### config.mk
export PLATFORM = sky130hd
export DESIGN_NAME = display_jogador_animado
export DESIGN_NICKNAME = d
export VERILOG_FILES = /design/src/rtl/jogo_pkg.sv /design/src/rtl/decodifica_jogador.sv /design/src/rtl/display_jogador_animado.sv
export SDC_FILE = /design/constraint.sdc
export NUM_CORES = 1
export LEC_CHECK = 0
export CAP_MARGIN = 10
export CELL_PAD_IN_SITES_DETAIL_PLACEMENT = 0
export CELL_PAD_IN_SITES_GLOBAL_PLACEMENT = 1
export CORE_MARGIN = 3
export CORE_UTILIZATION = 47
export CTS_BUF_LIST = sky130_fd_sc_hd__clkbuf_8
export DETAILED_ROUTE_END_ITERATION = 8
export HOLD_SLACK_MARGIN = 0.15
export PLACE_DENSITY_LB_ADDON = 0.1
export SETUP_SLACK_MARGIN = 0.2
export SYNTH_ARGS = -nofsm -noshare
export SYNTH_HDL_FRONTEND = slang
export SYNTH_SLANG_ARGS = --single-unit
### constraint.sdc
create_clock -name clock -period 2.49 [get_ports clock]
set_input_delay 0.498 -clock clock [delete_from_list [all_inputs] [get_ports clock]]
set_output_delay 0.498 -clock clock [all_outputs]
set_load 0.02 [all_outputs]
### src/rtl/jogo_pkg.sv
// Shared definitions for the tic-tac-toe "whose turn" display.
// Holds the active-low 7-segment patterns, the digit table for
// player IDs 1..9 and the display FSM state encoding.
package jogo_pkg;

    // Active-low segment patterns, bit i = segment i (0 top, 6 middle)
    localparam logic [6:0] SEG_APAGADO = 7'b1111111;
    localparam logic [6:0] SEG_TRACO   = 7'b0111111;
    localparam logic [6:0] SEG_E       = 7'b0000110;

    typedef enum logic [1:0] {
        MOSTRA  = 2'd0,
        ERRO    = 2'd1,
        VITORIA = 2'd2
    } estado_t;

    // Digit table for valid player IDs; anything outside 1..9 shows "E"
    function automatic logic [6:0] seg_digito(input logic [3:0] d);
        logic [6:0] s;
        case (d)
            4'd1:    s = 7'b1111001;
            4'd2:    s = 7'b0100100;
            4'd3:    s = 7'b0110000;
            4'd4:    s = 7'b0011001;
            4'd5:    s = 7'b0010010;
            4'd6:    s = 7'b0000010;
            4'd7:    s = 7'b1111000;
            4'd8:    s = 7'b0000000;
            4'd9:    s = 7'b0010000;
            default: s = SEG_E;
        endcase
        return s;
    endfunction

endpackage

### src/rtl/decodifica_jogador.sv
// Combinational player-ID to 7-segment decoder.
// Ports:
//   jog  in  W_JOG  player ID (0 = none, 1..MAX_JOG = player, else invalid)
//   seg  out 7      active-low segment pattern
module decodifica_jogador #(
    parameter int W_JOG   = 2,
    parameter int MAX_JOG = 2
) (
    input  logic [W_JOG-1:0] jog,
    output logic [6:0]       seg
);
    import jogo_pkg::*;

    always_comb begin
        seg = SEG_E;
        if (jog == '0) begin
            seg = SEG_TRACO;
        end else if (32'(jog) <= MAX_JOG) begin
            // MAX_JOG never exceeds 9, so the ID fits the 4-bit table index
            seg = seg_digito(4'(jog));
        end
    end

endmodule

### src/rtl/display_jogador_animado.sv
// Registered 7-segment driver for the "whose turn" display.
// Shows the latched player, a timed "E" after an error pulse, and a
// blinking winner until the next turn update.
// Ports:
//   clock     in   1      system clock (rising edge)
//   reset     in   1      synchronous, active-high
//   jogador   in   W_JOG  player ID, sampled only on atualiza/vencedor
//   atualiza  in   1      pulse: latch jogador
//   erro      in   1      pulse: show "E" for ERRO_CICLOS cycles
//   vencedor  in   1      pulse: latch jogador as winner and blink it
//   pisca_en  in   1      level: blink the turn digit while showing it
//   display   out  7      active-low segments
//   ocupado   out  1      high while the error indication is active
module display_jogador_animado #(
    parameter int W_JOG        = 2,
    parameter int MAX_JOG      = 2,
    parameter int PISCA_CICLOS = 25000000,
    parameter int ERRO_CICLOS  = 50000000
) (
    input  logic             clock,
    input  logic             reset,
    input  logic [W_JOG-1:0] jogador,
    input  logic             atualiza,
    input  logic             erro,
    input  logic             vencedor,
    input  logic             pisca_en,
    output logic [6:0]       display,
    output logic             ocupado
);
    import jogo_pkg::*;

    localparam int WP = (PISCA_CICLOS > 1) ? $clog2(PISCA_CICLOS) : 1;
    localparam int WE = (ERRO_CICLOS > 1) ? $clog2(ERRO_CICLOS) : 1;
    localparam logic [WP-1:0] PISCA_FIM = WP'(PISCA_CICLOS - 1);
    localparam logic [WE-1:0] ERRO_FIM  = WE'(ERRO_CICLOS - 1);

    estado_t          state_reg;
    logic [W_JOG-1:0] jog_reg;
    logic             fase_reg;
    logic [WP-1:0]    pisca_cnt_reg;
    logic [WE-1:0]    erro_cnt_reg;
    logic [6:0]       display_reg;
    logic             ocupado_reg;
    logic [6:0]       padrao;

    decodifica_jogador #(
        .W_JOG   (W_JOG),
        .MAX_JOG (MAX_JOG)
    ) u_decod (
        .jog (jog_reg),
        .seg (padrao)
    );

    // The output register is driven from the current state registers, so
    // an event sampled on one edge becomes visible on the following edge.
    always_ff @(posedge clock) begin
        if (reset) begin
            state_reg     <= MOSTRA;
            jog_reg       <= '0;
            fase_reg      <= 1'b1;
            pisca_cnt_reg <= '0;
            erro_cnt_reg  <= '0;
            display_reg   <= SEG_TRACO;
            ocupado_reg   <= 1'b0;
        end else begin
            // Free-running blink timebase, independent of the FSM state
            if (pisca_cnt_reg == PISCA_FIM) begin
                pisca_cnt_reg <= '0;
                fase_reg      <= ~fase_reg;
            end else begin
                pisca_cnt_reg <= pisca_cnt_reg + WP'(1);
            end

            case (state_reg)
                MOSTRA: begin
                    display_reg <= (pisca_en && !fase_reg) ? SEG_APAGADO : padrao;
                    ocupado_reg <= 1'b0;
                    if (erro) begin
                        state_reg    <= ERRO;
                        erro_cnt_reg <= '0;
                        if (atualiza) jog_reg <= jogador;
                    end else if (vencedor) begin
                        state_reg <= VITORIA;
                        jog_reg   <= jogador;
                    end else if (atualiza) begin
                        jog_reg <= jogador;
                    end
                end

                ERRO: begin
                    display_reg <= SEG_E;
                    ocupado_reg <= 1'b1;
                    if (erro) begin
                        // A repeated error extends the hold from scratch
                        erro_cnt_reg <= '0;
                        if (atualiza) jog_reg <= jogador;
                    end else if (vencedor) begin
                        // A win takes over the display immediately
                        state_reg    <= VITORIA;
                        jog_reg      <= jogador;
                        erro_cnt_reg <= '0;
                    end else begin
                        if (atualiza) jog_reg <= jogador;
                        if (erro_cnt_reg == ERRO_FIM) begin
                            state_reg    <= MOSTRA;
                            erro_cnt_reg <= '0;
                        end else begin
                            erro_cnt_reg <= erro_cnt_reg + WE'(1);
                        end
                    end
                end

                VITORIA: begin
                    // Winner always blinks, whatever pisca_en says
                    display_reg <= fase_reg ? padrao : SEG_APAGADO;
                    ocupado_reg <= 1'b0;
                    if (atualiza) begin
                        state_reg <= MOSTRA;
                        jog_reg   <= jogador;
                    end
                end

                default: begin
                    state_reg   <= MOSTRA;
                    display_reg <= SEG_TRACO;
                    ocupado_reg <= 1'b0;
                end
            endcase
        end
    end

    assign display = display_reg;
    assign ocupado = ocupado_reg;

endmodule

### Yosys cells after proc, flatten, opt, wreduce, memory -nomap -nowiden

Index checks and enable logic that the tools add are counted.

| storage, ports and cells | value |
|---|---|
| bits in registers | 64 |
| input port bits | 8 |
| output and inout bits | 8 |
| logic and storage cells | 56 |

| cells by class | value |
|---|---|
| add/sub/neg operators | 2 |
| order comparisons | 1 |
| eq/ne operators | 12 |
| multiplexer cells | 23 |
| bitwise operators | 1 |
| reduce and logical (&&, ||, !) cells | 10 |

Operator list:

| operator | count |
|---|---|
| two-way mux 26 bit | 4 |
| one-hot mux 26 bit (2 select lines) | 1 |
| one-hot mux 7 bit (3 select lines) | 2 |
| two-way mux 7 bit | 4 |
| adder 26 x 1 -> 26 bit, second input constant | 1 |
| equality test 26 bit, second input constant | 1 |
| adder 25 x 1 -> 25 bit, second input constant | 1 |
| equality test 25 bit, second input constant | 1 |
| two-way mux 2 bit | 9 |
| equality test 2 bit, second input constant | 3 |
| != test 2 bit, second input constant | 3 |
| != test 3 bit, second input constant | 2 |
| one-hot mux 2 bit (3 select lines) | 1 |
| equality test 2 x 1 -> 1 bit, second input constant | 2 |
| logical NOT 2 bit | 2 |
| one-hot mux 2 bit (2 select lines) | 1 |
| AND reduction 4 bit | 1 |
| nonzero test 2 bit | 2 |
| OR reduction 2 bit | 2 |
| <= comparator 2 bit, second input constant | 1 |
| AND reduction 2 bit | 1 |
| logical AND 1 bit | 1 |
| logical NOT 1 bit | 1 |
| two-way mux 1 bit | 1 |
| inverter 1 bit | 1 |

### Longest topological paths before layout

Gate-level depths: netlist of run 1.

| depth | value |
|---|---|
| depth in word-level cells | 6 |
| gate-level depth with buffers | 8 |
| depth with buffers taken out | 6 |

### Cells and area by module

Synthesis of run 1 repeated with hierarchy kept, for this count alone.

| unflattened totals | value |
|---|---|
| cell total of the unflattened synthesis | 368 |
| area, all modules | 3295.7 µm² |

By module, submodules not included:

| module | instances | cells each | area an instance (µm²) | seq. area each (µm²) |
|---|---|---|---|---|
| display_jogador_animado | 1 | 356 | 3205.6 | 1281.2 |
| decodifica_jogador | 1 | 12 | 90.1 | 0.0 |

### Worst setup path after synthesis of run 1

OpenSTA, ideal clock, no wires.

| timing | value |
|---|---|
| path type | register to register |
| from | reg erro_cnt_reg[0] |
| to | reg erro_cnt_reg[20] |
| setup time | 122 ps |
| arrival time | 1837 ps |
| data required time | 2368 ps |
| setup slack | 531 ps |
| cell stages (with the launch flop) | 7 |
| path buffers | 0 |
| period minus slack after synthesis | 1959 ps |
| cells stage by stage | dfxtp_1 > ha_1 > nand3_2 > nor4_4 > nand3_2 > o211a_1 > a221o_1 |

| between the ends | value |
|---|---|
| longest elaborated chain between the ends | 5 |
| elaborated cells between the ends (all ways) | 6 |
| those cells by class | add/sub: 1; eq/ne: 1; mux: 4 |

Ends and longest elaborated chain:

| what | RTL line | RTL |
|---|---|---|
| from (decl) | display_jogador_animado.sv:41 | `logic [WE-1:0] erro_cnt_reg;` |
| from (signal assigned) | display_jogador_animado.sv:108 | `erro_cnt_reg <= erro_cnt_reg + WE'(1);` |
| adder 26 x 1 -> 26 bit / equality test 26 bit (equally long branches) | display_jogador_animado.sv:108, display_jogador_animado.sv:104 |  |
| two-way mux 26 bit (*) | display_jogador_animado.sv:104 | `if (erro_cnt_reg == ERRO_FIM) begin` |
| two-way mux 26 bit (*) | display_jogador_animado.sv:97 | `end else if (vencedor) begin` |
| two-way mux 26 bit (*) | display_jogador_animado.sv:93 | `if (erro) begin` |
| one-hot mux 26 bit (2 select lines) (*) | display_jogador_animado.sv:74 | `case (state_reg)` |

Mark *: on every way between the ends. The rest lies on a longest branch, timed or not.
A chain may end at the register's enable or synchronous reset.

### Worst setup path after layout of run 1

| timing | value |
|---|---|
| from | reg erro_cnt_reg[12] |
| to | reg erro_cnt_reg[22] |

Same word-level chain as after synthesis.

==> impl_metrics.yaml, run 1 <==
run_status:
  status: "complete, no violations"
die:
  placement_rows: 28
  initial_core_util: 0.5014
  core_um2: 6096
  die_height_um: 86.65
  die_x_um: 86.65
  die_area_um2: 7507
  io_pins: 16
logic_synthesis:
  async_flop_share: 0
  synth-seq-cells: 62
  yosys-top-cells-area: "dfxtp_1 41%, nor2_1 7.6%, xnor2_1 5.2%"
  synth_fp_nets: 379
  synth_warnings: 0
  syn_area_per_cell_um2: 8.374
  synth_top_area_cell: "dfxtp_1"
  synth.top_cell.area_share: 0.4061
  netlist_instances: 365
  ys.flop_type: "dfxtp_1"
  syn-cell-area_um2: 3057
  ys_types: 56
  synth_edf_count: 0
  ys_seq_area_frac: 0.4061
sta:
  fin_setup_tns_ns: 0
  slew_violations: 0
  slew_headroom: 0.5775
  tightest_slew_ns: 0.6280
  worst_slack_ns: 0.3958
  fin_crit_sh: 0.8411
  fin_crit_ns: 2.094
  max_clock_freq_mhz: 477.5
  finalHoldViolCount: 0
  skew_ns: 0.008146
  setup_viol: 0
  rsz0062_at_grt: "false"
cts:
  cts_root_buf: "clkbuf_8"
  cts_sinks: 62
  htreeDepth: 3
  clockBufferDepth: 2
  clk_pin_slew_ns: 0.07
  cts_resized: 0
  clock_latency_ns: 0.34
  post_cts.repair.setup_buffers: 0
  tritoncts: "built"
  cts_buffers: 9
power:
  p_leak_nw: 1.231
  power_density_nw_per_um2: 549.8
  peakVddDrop_mv: 0.4081
detailed_routing:
  dr.first_iter.drc_count: 89
  vias: 2477
  post_drt_via_cell_ratio: 5.315
  wl_um: 6206
  drc: 0
  postRouteAntennaNets: 0
  drt_pass1_iterations: 4
  route.detailed.wl_per_inst_um: 13.32
placement:
  place.gp.congestion: 0.7797
  post-place-ws_ns: 0.1741
  dpl.hpwl_um: 4526
  port_buffers: 15
final_layout:
  num-fill-cells: 593
  drive_above_1_share: 0.1023
  num_antenna_cells: 0
  nNetsFinal: 400
  largest_register_ffs: 26
  syn2layout_area_growth_pct: 14.00
worst_setup_path:
  critical_path_arrival_ns: 2.32
  critPathKind: "reg2reg"
  required_ns: 2.71
  worst-path-max-fanout: 8
  critPathLaunchType: "register"
  cp-end-kind: "register"
global_route:
  overflow: 0
  grt_use_total: 0.1833
  grt_util_met3: 0.05228
  antenna_found_initial: 0
  grt_pass1_vias: 2382
  grt_max_degree: 25
  use_met1: 0.2372
  use_met2: 0.2935
  grt_first_pass_wirelength_um: 11030
  busiest_layer: "met2"
min_path:
  hold_class: "reg2reg"
run:
  cap_viol_max_count: 0
## where the power goes
group	leakage [nW]	internal [mW]	switching, mW	total, mW
Combinational	0.635	0.0655	0.0761	0.142
Clock	0.0944	0.375	0.374	0.749
Sequential	0.502	1.01	0.0163	1.02
## cells in the mapped netlist (7+ instances only)
library cell  number
nor4_1             8
buf_2              7
nor2_1            62
dfxtp_1           62
inv_1              8
nand3_1           24
clkbuf_1           8
nor3_1            15
xnor2_1           18
nand4_1           11
a21oi_1           11
a31oi_1            7
xor2_1            15
nand2_1           27
## stage by stage
step,power [mW],hold slack [ns],utilization,std cells,area (um^2)
finish,1.916,0.4695,0.5716,466,3485
global route,1.999,0.5195,0.5716,466,3485
CTS,1.942,0.4673,0.5716,466,3485
detailed placement,1.190,0.4516,0.5441,450,3317
global placement,1.189,0.4431,0.5441,450,3317
floorplan,1.132,0.4260,-,365,3057
## path summary, 6_finish.rpt
check	from	endpoint	slack [ns]	cells after the start
worst max-delay path	erro_cnt_reg[12]	erro_cnt_reg[22]	0.40	5
worst min-delay path	pisca_cnt_reg[0]	pisca_cnt_reg[0]	0.47	1
worst max register to register	erro_cnt_reg[12]	erro_cnt_reg[22]	0.40	5
worst min register to register	pisca_cnt_reg[0]	pisca_cnt_reg[0]	0.47	1
## layout make-up
| class | count | area (um^2) | share of cell area |
|---|---|---|---|
| multi-input cells | 276 | 1697 | 0.4869 |
| clock inverters | 6 | 30.03 | 0.008618 |
| well taps | 75 | 93.84 | 0.02693 |
| inverters | 8 | 30.03 | 0.008618 |
| repair buffers | 29 | 255.2 | 0.07325 |
| clock buffers | 10 | 137.6 | 0.03950 |
| flip-flops and latches | 62 | 1241 | 0.3562 |
## per-layer routing
metal | vias to the layer above | routed length, um
li1 | 1326 | -
met1 | 1120 | 3065
met2 | 22 | 2872
met3 | 9 | 179
met4 | 0 | 89
met5 | - | 0
## kinds of logic after synthesis
family / count (synthesis) / share of synthesized area
adder cells (fa/ha/maj): 6 / 0.02456
flip-flops: 62 / 0.4061
buffers and inverters: 27 / 0.03888
AO/OA/AOI/OAI: 45 / 0.1044
multiplexers: 2 / 0.006550
XOR/XNOR: 33 / 0.09456
AND/OR/NAND/NOR: 190 / 0.3250
## placed cells by master, fill, tap and decap left out, drive strengths merged, types with 2 or more instances in the layout
cell type	count
nor4	10
a221o	2
o21ai	6
clkbuf	10
inv	10
a21oi	12
a211oi	2
mux2i	2
xnor2	18
nand2	27
nand4	11
or4b	2
dfxtp	62
clkinv	3
nor2	62
nand2b	6
and2	4
o211a	2
and3	7
or4	2
a41oi	3
buf	14
or2	3
nand3	27
o21bai	3
nor4b	2
nor3	15
a31oi	7
nand3b	2
and4	6
xor2	15
clkdlybuf4s50	15
ha	6
## worst max-delay path, cell delays in order, from the launching register on
cell,delay (ns)
dfxtp_1,0.50
nand3_1,0.23
nor4_4,0.53
nand3_2,0.21
o211a_1,0.26
a221o_1,0.25
## what timing repair did
action | CTS | global route
endpoints found under the hold margin | 0 | 0
hold buffers | 0 | 0
endpoints found under the setup margin | 0 | 2
No activity file was read; power rests on OpenSTA's default activity.
==> run 2: changes to the inputs <==
==> constraint.sdc (replaced) <==
create_clock -name clock -period 2 [get_ports clock]
set_input_delay 0.4 -clock clock [delete_from_list [all_inputs] [get_ports clock]]
set_output_delay 0.4 -clock clock [all_outputs]
set_load 0.02 [all_outputs]
==> run 2 against run 1 <==
Against the previous run:
- power up 28%
- wire length grew 16%
- via count increased by 10%
- clock power up 30%
- cell area rose by 10%
- clock-buffer cell count increased by 1
- hold slack worse by 0.0063 ns
- fmax increased by 14%
- critical endpoint unchanged
- flip-flop and latch count is the same
==> impl_metrics.yaml, run 2 (synthesis results as in run 1) <==
run_status:
  status: "complete, no violations"
sta:
  worst_hold_slack_ns: 0.4631
  skew_ns: 0.007153
  max_clock_freq_mhz: 546.4
  tightest_slew_ns: 0.4038
  rsz0062_at_grt: "true"
  setup_viol: 0
  fin_crit_sh: 0.9150
  fin_crit_ns: 1.830
  fin_setup_tns_ns: 0
  slew_violations: 0
  slew_headroom: 0.7300
  finalHoldViolCount: 0
cts:
  cts_sinks: 62
  cts_buffers: 9
  clock_latency_ns: 0.35
  clk_pin_slew_ns: 0.07
  cts_root_buf: "clkbuf_8"
  clockBufferDepth: 2
  htreeDepth: 3
  cts_hold_buffers: 0
  tritoncts: "built"
final_layout:
  seq_area_um2: 1267
  syn2layout_area_growth_pct: 25.62
  finalInstanceArea_um2: 3840
  drive_above_1_share: 0.2057
  num_antenna_cells: 0
  final_cell_mix: "62 x nor2_1, 51 x dfxtp_1, 36 x buf_4"
  multi_input_area_um2: 1763
  utilization: 0.6299
  largest_register_ffs: 26
  num-fill-cells: 561
  nNetsFinal: 428
  stdcell_count: 493
  final_common_cell: "nor2_1"
die:
  placement_rows: 28
  die_x_um: 86.65
  initial_core_util: 0.5014
  core_um2: 6096
  die_height_um: 86.65
  die_area_um2: 7507
  io_pins: 16
worst_setup_path:
  critPathLaunch: "erro_cnt_reg[7]"
  rr_worst_depth: 6
  critical_path_arrival_ns: 2.07
  rr_startpoint: "erro_cnt_reg[7]"
  critPathLaunchType: "register"
  r2r_slack_ns: 0.17
  worst-path-max-fanout: 17
  cp-end-kind: "register"
  critPathKind: "reg2reg"
  worstReg2RegEnd: "erro_cnt_reg[22]"
  required_ns: 2.24
global_route:
  grt_use_total: 0.2012
  grt_pass1_vias: 2602
  grt_first_pass_wirelength_um: 11880
  overflow: 0
  grt_max_degree: 18
  antenna_found_initial: 0
detailed_routing:
  dr.first_iter.drc_count: 96
  route.detailed.wl_per_inst_um: 14.62
  drc: 0
  drt_pass1_iterations: 4
  vias: 2727
  post_drt_via_cell_ratio: 5.531
  wl_um: 7208
  postRouteAntennaNets: 0
run:
  cap_viol_max_count: 0
placement:
  dpl.hpwl_um: 4843
  post_dp_cell_area_um2: 3472
  port_buffers: 15
  place.gp.congestion: 0.8127
  dp.cells: 465
min_path:
  hp-start: "pisca_cnt_reg[0]"
  min_path_cells: 1
  whs_endpoint: "pisca_cnt_reg[0]"
  hold_class: "reg2reg"
power:
  power_frac_clock: 0.397
  p_int_mw: 1.846
  seq_power_share: 0.517
  power.switching_mw: 0.6021
  power_switching_share: 0.2460
  power_density_nw_per_um2: 637.5
  peakVddDrop_mv: 0.4280
  combPwrFrac: 0.087
  p_leak_nw: 1.408
==> run 2: cell types whose count changed in the layout (fill, tap and decap cells not counted), sizes merged <==
| cell | previous run | this run |
|---|---|---|
| clkinv | 3 | 1 |
| buf | 14 | 42 |
| clkinvlp | 1 | 0 |
| clkbuf | 10 | 11 |
| inv | 10 | 11 |
==> run 2: worst max-delay path by stage <==
stage                                    to  cells after the start
after CTS                  erro_cnt_reg[22]                      8
after global routing       erro_cnt_reg[22]                      6
final                      erro_cnt_reg[22]                      6
after detailed placement   erro_cnt_reg[24]                      8
after floorplan           pisca_cnt_reg[10]                      7
after global placement      erro_cnt_reg[9]                      5
==> run 2: routing by layer <==
| metal | track usage | part of all wire | up-vias |
|---|---|---|---|
| met1 | 0.2556 | 0.48 | 1287 |
| met5 | 0 | 0 | - |
| met4 | 0.08357 | 0.018 | 0 |
| met2 | 0.3178 | 0.47 | 47 |
| met3 | 0.05989 | 0.039 | 13 |
| li1 | - | - | 1380 |
==> run 2: power by group through the flow <==
stage / clock, mW / sequential, mW / combinational (mW)
floorplan: 0 / 1.31 / 0.104
global placement: 0 / 1.30 / 0.194
detailed placement: 0 / 1.30 / 0.196
CTS: 0.991 / 1.27 / 0.208
global route: 1.04 / 1.27 / 0.235
finish: 0.971 / 1.26 / 0.213
==> run 2: area by class of cell <==
cell class | count | share of cell area
Clock buffer | 11 | 0.03943
Clock inverter | 4 | 0.004236
Inverter | 8 | 0.007820
Multi-Input combinational cell | 276 | 0.4591
Sequential cell | 62 | 0.3301
Tap cell | 75 | 0.02444
Timing Repair Buffer | 57 | 0.1349
==> run 2: timing repair <==
action | 4_1_cts | 5_1_grt
hold endpoints to repair | 0 | 0
endpoints found under the setup margin | 32 | 47
pin swaps | 6 | 6
setup buffers | 7 | 5
resized for setup | 19 | 14
cloned | 1 | 0
==> run 2: critical path: stages (launching register included) <==
cell	delay [ns]
dfxtp_4	0.36
nor4b_1	0.38
and4_4	0.36
a211oi_4	0.08
buf_12	0.17
o211a_1	0.12
a221o_1	0.25
==> run 2: through the flow <==
stage / power [mW] / setup slack (ns)
6_report: 2.448 / 0.1699
3_3_place_gp: 1.491 / -0.2291
3_5_place_dp: 1.493 / -0.2965
5_1_grt: 2.544 / 0.06014
2_1_floorplan: 1.410 / 0.1999
4_1_cts: 2.468 / 0.1998
